[config.mk]
export PLATFORM = sky130hd
export DESIGN_NAME = m68k_bus_bridge
export DESIGN_NICKNAME = d
export VERILOG_FILES = /design/src/rtl/m68k_bus_bridge.sv
export SDC_FILE = /design/constraint.sdc
export NUM_CORES = 1
export LEC_CHECK = 0
export CAP_MARGIN = 0
export CORE_MARGIN = 2
export CORE_UTILIZATION = 39
export DETAILED_ROUTE_END_ITERATION = 10
export HOLD_SLACK_MARGIN = 0.02
export MAX_ROUTING_LAYER = met4
export PLACE_DENSITY_LB_ADDON = 0.15
export SLEW_MARGIN = 25
export SYNTH_ARGS = -nofsm -noshare
export SYNTH_HDL_FRONTEND = slang
export SYNTH_SLANG_ARGS = --single-unit
[constraint.sdc]
create_clock -name clk -period 2 [get_ports clk]
set_clock_uncertainty 0.1 [all_clocks]
set_input_delay 0.4 -clock clk [delete_from_list [all_inputs] [get_ports clk]]
set_output_delay 0.4 -clock clk [all_outputs]
set_load 0.02 [all_outputs]
[src/rtl/m68k_bus_bridge.sv]
// m68k_bus_bridge: 68000 asynchronous bus to ack-handshake stage bridge; define M68K_BRIDGE_TIMEOUT_EN for the dev_ack timeout / bus-error path
module m68k_bus_bridge #(
  parameter int TIMEOUT_CYCLES = 255
) (
  input  logic        clk,
  input  logic        reset,
  input  logic [22:0] cpu_addr,
  input  logic [15:0] cpu_data_in,
  output logic [15:0] cpu_data_out,
  output logic        cpu_data_oe,
  input  logic        cpu_as_n,
  input  logic        cpu_uds_n,
  input  logic        cpu_lds_n,
  input  logic        cpu_rw,
  output logic        cpu_dtack_n,
  output logic        cpu_berr_n,
  output logic [23:0] dev_addr,
  output logic [15:0] dev_data_write,
  input  logic [15:0] dev_data_read,
  output logic        dev_uds,
  output logic        dev_lds,
  output logic        dev_rw,
  input  logic        dev_ack
);
`ifdef M68K_BRIDGE_TIMEOUT_EN
  typedef enum logic [1:0] {IDLE, REQ, ACKED, ERR} state_t;
  localparam logic [15:0] TMO_LAST = 16'(TIMEOUT_CYCLES - 1);
  logic [15:0] tmo_cnt;
`else
  typedef enum logic [1:0] {IDLE, REQ, ACKED} state_t;
  localparam logic BERR_IDLE = TIMEOUT_CYCLES > 0;
  assign cpu_berr_n = BERR_IDLE;
`endif
  state_t state;
  logic [2:0] sync1, sync2;
  logic as_s, uds_s, lds_s;
  assign {as_s, uds_s, lds_s} = sync2;
  // two-flop synchronizers for AS/UDS/LDS; idle value is high (negated)
  always_ff @(posedge clk) begin
    if (reset) begin
      sync1 <= '1;
      sync2 <= '1;
    end else begin
      sync1 <= {cpu_as_n, cpu_uds_n, cpu_lds_n};
      sync2 <= sync1;
    end
  end
  // access FSM: latch CPU cycle, hold dev request until ack, then DTACK until AS negates
  always_ff @(posedge clk) begin
    if (reset) begin
      state          <= IDLE;
      cpu_dtack_n    <= 1'b1;
      cpu_data_oe    <= 1'b0;
      cpu_data_out   <= '0;
      dev_uds        <= 1'b0;
      dev_lds        <= 1'b0;
      dev_rw         <= 1'b1;
      dev_addr       <= '0;
      dev_data_write <= '0;
`ifdef M68K_BRIDGE_TIMEOUT_EN
      cpu_berr_n     <= 1'b1;
      tmo_cnt        <= '0;
`endif
    end else begin
      case (state)
        IDLE: if (!as_s && (!uds_s || !lds_s)) begin
          state          <= REQ;
          dev_addr       <= {cpu_addr, 1'b0};
          dev_data_write <= cpu_data_in;
          dev_rw         <= cpu_rw;
          dev_uds        <= !uds_s;
          dev_lds        <= !lds_s;
`ifdef M68K_BRIDGE_TIMEOUT_EN
          tmo_cnt        <= '0;
`endif
        end
        REQ: begin
          if (dev_ack) begin
            state        <= ACKED;
            dev_uds      <= 1'b0;
            dev_lds      <= 1'b0;
            cpu_dtack_n  <= 1'b0;
            cpu_data_oe  <= dev_rw;
            cpu_data_out <= dev_rw ? dev_data_read : cpu_data_out;
          end
`ifdef M68K_BRIDGE_TIMEOUT_EN
          else if (tmo_cnt == TMO_LAST) begin
            state      <= ERR;
            dev_uds    <= 1'b0;
            dev_lds    <= 1'b0;
            cpu_berr_n <= 1'b0;
          end else
            tmo_cnt <= tmo_cnt + 16'd1;
`endif
        end
        ACKED: if (as_s) begin
          state       <= IDLE;
          cpu_dtack_n <= 1'b1;
          cpu_data_oe <= 1'b0;
        end
`ifdef M68K_BRIDGE_TIMEOUT_EN
        ERR: if (as_s) begin
          state      <= IDLE;
          cpu_berr_n <= 1'b1;
        end
`endif
        default: state <= IDLE;
      endcase
    end
  end
endmodule

# Word level (Yosys, flattened, before mapping)

Cells that the tools add are included.

Memories kept: 0
Output and inout port bits: 62
Memory bits (read-only): 0
Register bits after elaboration: 68
RAM bits: 0
Bits in latches: 0
Word-level logic and storage cells: 43

Multiplexer cells: 14
Equality and inequality tests: 5
Divide/modulo/power cells: 0
Shifts and indexed selects: 0
Magnitude comparators: 0
Multiply operators: 0
Reductions and logical operators: 13
Bitwise gates (word level): 0
Add/subtract/negate cells: 0

Operator list:

| operator             | count |
|---|---|
| $reduce_and A3 Y1    | 4 |
| $pmux W1 S2          | 4 |
| $mux W1              | 6 |
| $mux W2              | 3 |
| $ne A2 B2 Y1 const B | 3 |
| $pmux W2 S3          | 1 |
| $reduce_bool A2 Y1   | 2 |
| $logic_not A1 Y1     | 3 |
| $eq A2 B1 Y1 const B | 1 |
| $eq A2 B2 Y1 const B | 1 |
| $logic_not A2 Y1     | 1 |
| $reduce_and A2 Y1    | 1 |
| $logic_and A1 B1 Y1  | 1 |
| $logic_or A1 B1 Y1   | 1 |

# Logic depth before layout (Yosys ltp)

Gate-level depths: netlist (run 1).

Word-level depth: 5
Mapped depth: 6
Mapped depth without buffers: 3

# Worst setup path before layout (run 1)

OpenSTA, ideal clock, no wires.

Kind: register -> register
From: register state[1]
To: register dev_rw
Setup time: 0.118 ns
Required time: 1.782 ns
Arrival: 1.230 ns
Setup slack: 0.552 ns
Stages on the path, launching flop included: 6
Buffers on the path: 2
Period minus slack after synthesis: 1.448 ns
Cell sequence: dfxtp_1 -> buf_6 -> a2111o_2 -> buf_2 -> nor3_1 -> nor2_1

Longest elaborated chain between the ends: 2

RTL lines:

| element                     | line | RTL |
|---|---|---|
| start: declaration          | 34   | `state_t state;` |
| start signal: assignment    | 51   | `state <= IDLE;` |
| start signal: assignment    | 67   | `state <= REQ;` |
| start signal: assignment    | 79   | `state <= ACKED;` |
| $logic_not A2 Y1            | 65   | `case (state)` |
| $reduce_and A2 Y1 (no line) | --   |  |
| end signal: assignment      | 70   | `dev_rw <= cpu_rw;` |
| end: declaration            | 22   | `output logic dev_rw,` |

No other way between the ends.
A chain may end at the register's enable or synchronous reset.

# Final worst setup path (run 1)

From: register dev_rw
To: output dev_rw

No word-level cell between the ends.

==> key figures, run 1 <==
Clock network
  – Root Driver: clkbuf_8
  – H-tree Lvls: 3
  – Post-CTS Setup Inserts: 0
  – CTS tree: done
  – Worst-path clk slew: 0.07 ns
  – Post_cts resized: 0
  – Clk_lat worst skew: 0.33 ns
  – Longest Clk Path Bufs: 2
  – Clk sinks: 68
  – CTS Hold Bufs: 0
  – CTS buffer count: 9

Global routing
  – Total track usage: 18.5%
  – Remaining Overflow, GRT: 0
  – Vias in the first global route: 2076
  – First-pass GRT wire length: 9360 microns
  – Largest net degree at the start of global routing: 38
  – Initial antenna violation count: 0

Flow run
  – Max_cap viols: 0

Timing
  – Fmax: 545 MHz
  – Sum Neg Setup Slack: 0 ns
  – Actual slew at the worst max-slew pin: 0.604 ns
  – Worst setup margin: 0.166 ns
  – Final hold vios: 0
  – # setup viols final: 0
  – Clock period minus worst slack: 1.83 ns
  – Crit share post-route: 91.7%
  – Slew Limit Fails: 0
  – RSZ-0062 raised after global routing: no
  – Max_slew headroom: 59.7%

Die
  – I/O pin count: 124
  – Initial Util: 40.4%
  – Die height: 82.5 microns
  – Die footprint: 0.00681 sq mm
  – Core area: 0.00596 sq mm
  – Rows: 28
  – Die Wd: 82.5 microns

Detailed routing
  – Drt pass-1 iters: 4
  – Initial DRC Count: 95
  – DRC viols: 0
  – Via count: 2258
  – DR vias/cell: 4.65
  – Post-route antenna net violation count: 0
  – Avg WL per Cell: 12.5 microns
  – WL final: 6080 microns

Worst setup path
  – CP arrival: 1.33 ns
  – Crit path max fanout: 4
  – Crit-path leading delay family: buffers and inverters
  – Worst Setup Start Kind: flop
  – Crit-path slowest cell: clkdlybuf4s50_1
  – Slowest stage delay, CP: 0.63 ns
  – CP bufs+invs: 1
  – CP Class: flop to output pin
  – CP Cell Sequence: clkdlybuf4s50_1
  – Element type at the critical path end: output pin
  – CP required: 1.50 ns

Logic synthesis
  – Mapped Cells: 289
  – Syn Nets: 351
  – Avg Inst Size Synth: 8.32 sq um
  – Netlist cell types: 23
  – Synthesis-stage register bit count: 68
  – Yosys warnings: 0
  – Post-synthesis cell area: 0.00240 sq mm
  – Sequential area share after synthesis: 56.6%

Finish
  – Most common library cell in the layout ignoring fill and taps: clkdlybuf4s50_1
  – P&R area growth vs syn: 59.2%
  – Fraction of layout cells with a size suffix above 1: 7.30%
  – Nets: 469
  – Antenna cells: 0
  – Fillers: 534
  – Most frequent cells in the layout: clkdlybuf4s50_1, nand2_1, dfxtp_1

Status
  – Status: finished, final reports clean

Placement
  – Buffers on Ports: 121
  – Post-Place Setup Slack: 0.300 ns
  – Routability congestion estimate: 0.729
  – Hpwl dp: 4240 microns

Power and ir drop
  – LEAKAGE: 1.31 nW
  – Maximum VDD drop: 0.000479 V
  – Pwr/cell area: 702 mW/mm^2

Min path
  – Hold Crit Class: flop to flop
-- report_power, final --
group / switching, W / internal (W)
sequential: 0.0000112 / 0.00137
combinational: 0.0000859 / 0.000145
clock: 0.000470 / 0.000603
total: 0.000567 / 0.00212
-- metrics by stage --
stage	cells	hold slack [ns]	utilization (%)	instance area [sq um]	total power (W)
after global routing	486	0.325	64.3	3830	0.00279
after detailed placement	471	0.295	61.2	3640	0.00165
after floorplan	289	0.289	-	2400	0.00149
after global placement	471	0.293	61.2	3640	0.00165
after CTS	486	0.311	64.3	3830	0.00273
final	486	0.309	64.3	3830	0.00269
-- state kept, by name, summed over array words and instances, names as in the netlist --
| name | count |
|---|---|
| dev_data_write | 16 |
| sync2 | 3 |
| sync1 | 3 |
| dev_lds | 1 |
| cpu_data_out | 16 |
| dev_uds | 1 |
| dev_addr | 23 |
| state | 2 |
| cpu_data_oe | 1 |
| dev_rw | 1 |
| cpu_dtack_n | 1 |
-- cell families (layout without fill, tap and decap cells) --
| family | count (synthesis) | after routing | share of synthesized area (%) |
|---|---|---|---|
| AO/OA/AOI/OAI | 63 | 63 | 14.6 |
| AND/OR/NAND/NOR | 132 | 132 | 22.5 |
| buffers and inverters | 24 | 146 | 5.98 |
| flip-flops | 68 | 68 | 56.6 |
| other | 2 | 2 | 0.312 |
-- final timing paths --
path / startpoint / end / slack [ns] / cells after the start
hold / removal: sync1[0] / sync2[0] / 0.31 / 1
hold reg to reg: sync1[0] / sync2[0] / 0.31 / 1
setup / recovery: dev_rw / dev_rw / 0.17 / 1
setup reg to reg: sync2[0] / dev_addr[22] / 0.33 / 4
-- final cells by class --
class                      instances  area, sq um  share of cell area (%)
sequential                        68         1360                    35.6
timing repair buffer             130         1290                    33.6
multi-input combinational        197          900                    23.5
clock buffer                      13          149                    3.89
tap                               75         93.8                    2.45
clock inverter                     2         35.0                   0.915
inverter                           1         3.75                  0.0980
-- cells in the mapped netlist, drive strengths merged --
| master | instances | share of area (%) |
|---|---|---|
| a21oi | 58 | 12 |
| nand4b | 1 | 0.36 |
| and4b | 1 | 0.42 |
| nor3 | 3 | 0.62 |
| dfxtp | 68 | 57 |
| nand3 | 1 | 0.21 |
| nor2 | 4 | 0.62 |
| nand2 | 111 | 17 |
| a2111o | 1 | 0.52 |
| a31oi | 2 | 0.52 |
| clkbuf | 10 | 1.6 |
| a2111oi | 1 | 1.1 |
| a21o | 1 | 0.31 |
| nand3b | 2 | 0.62 |
| nor4 | 2 | 0.52 |
| conb | 2 | 0.31 |
| nand2b | 1 | 0.26 |
| buf | 13 | 4.2 |
| or2 | 6 | 1.6 |
| inv | 1 | 0.16 |
-- metal layers --
layer	up-vias	wire (microns)	share of wire, %	track usage (%)
met3	5	540	8.9	7.39
met2	78	2800	46	28.5
met1	1006	2690	44	21.8
met5	-	0	0	-
met4	0	53	0.87	6.89
li1	1169	-	-	-
(Power assumes the default switching activity.)
==> inputs of run 2 (changes only) <==
SLEW_MARGIN = 20   (was 25)
==> results of run 2 <==
Final layout, timing and power as in run 1 (identical DEF).
==> inputs of run 3 (changes only) <==
CAP_MARGIN = unset   (was 0)
==> results of run 3 <==
Final layout, timing and power as in run 1 (identical DEF).
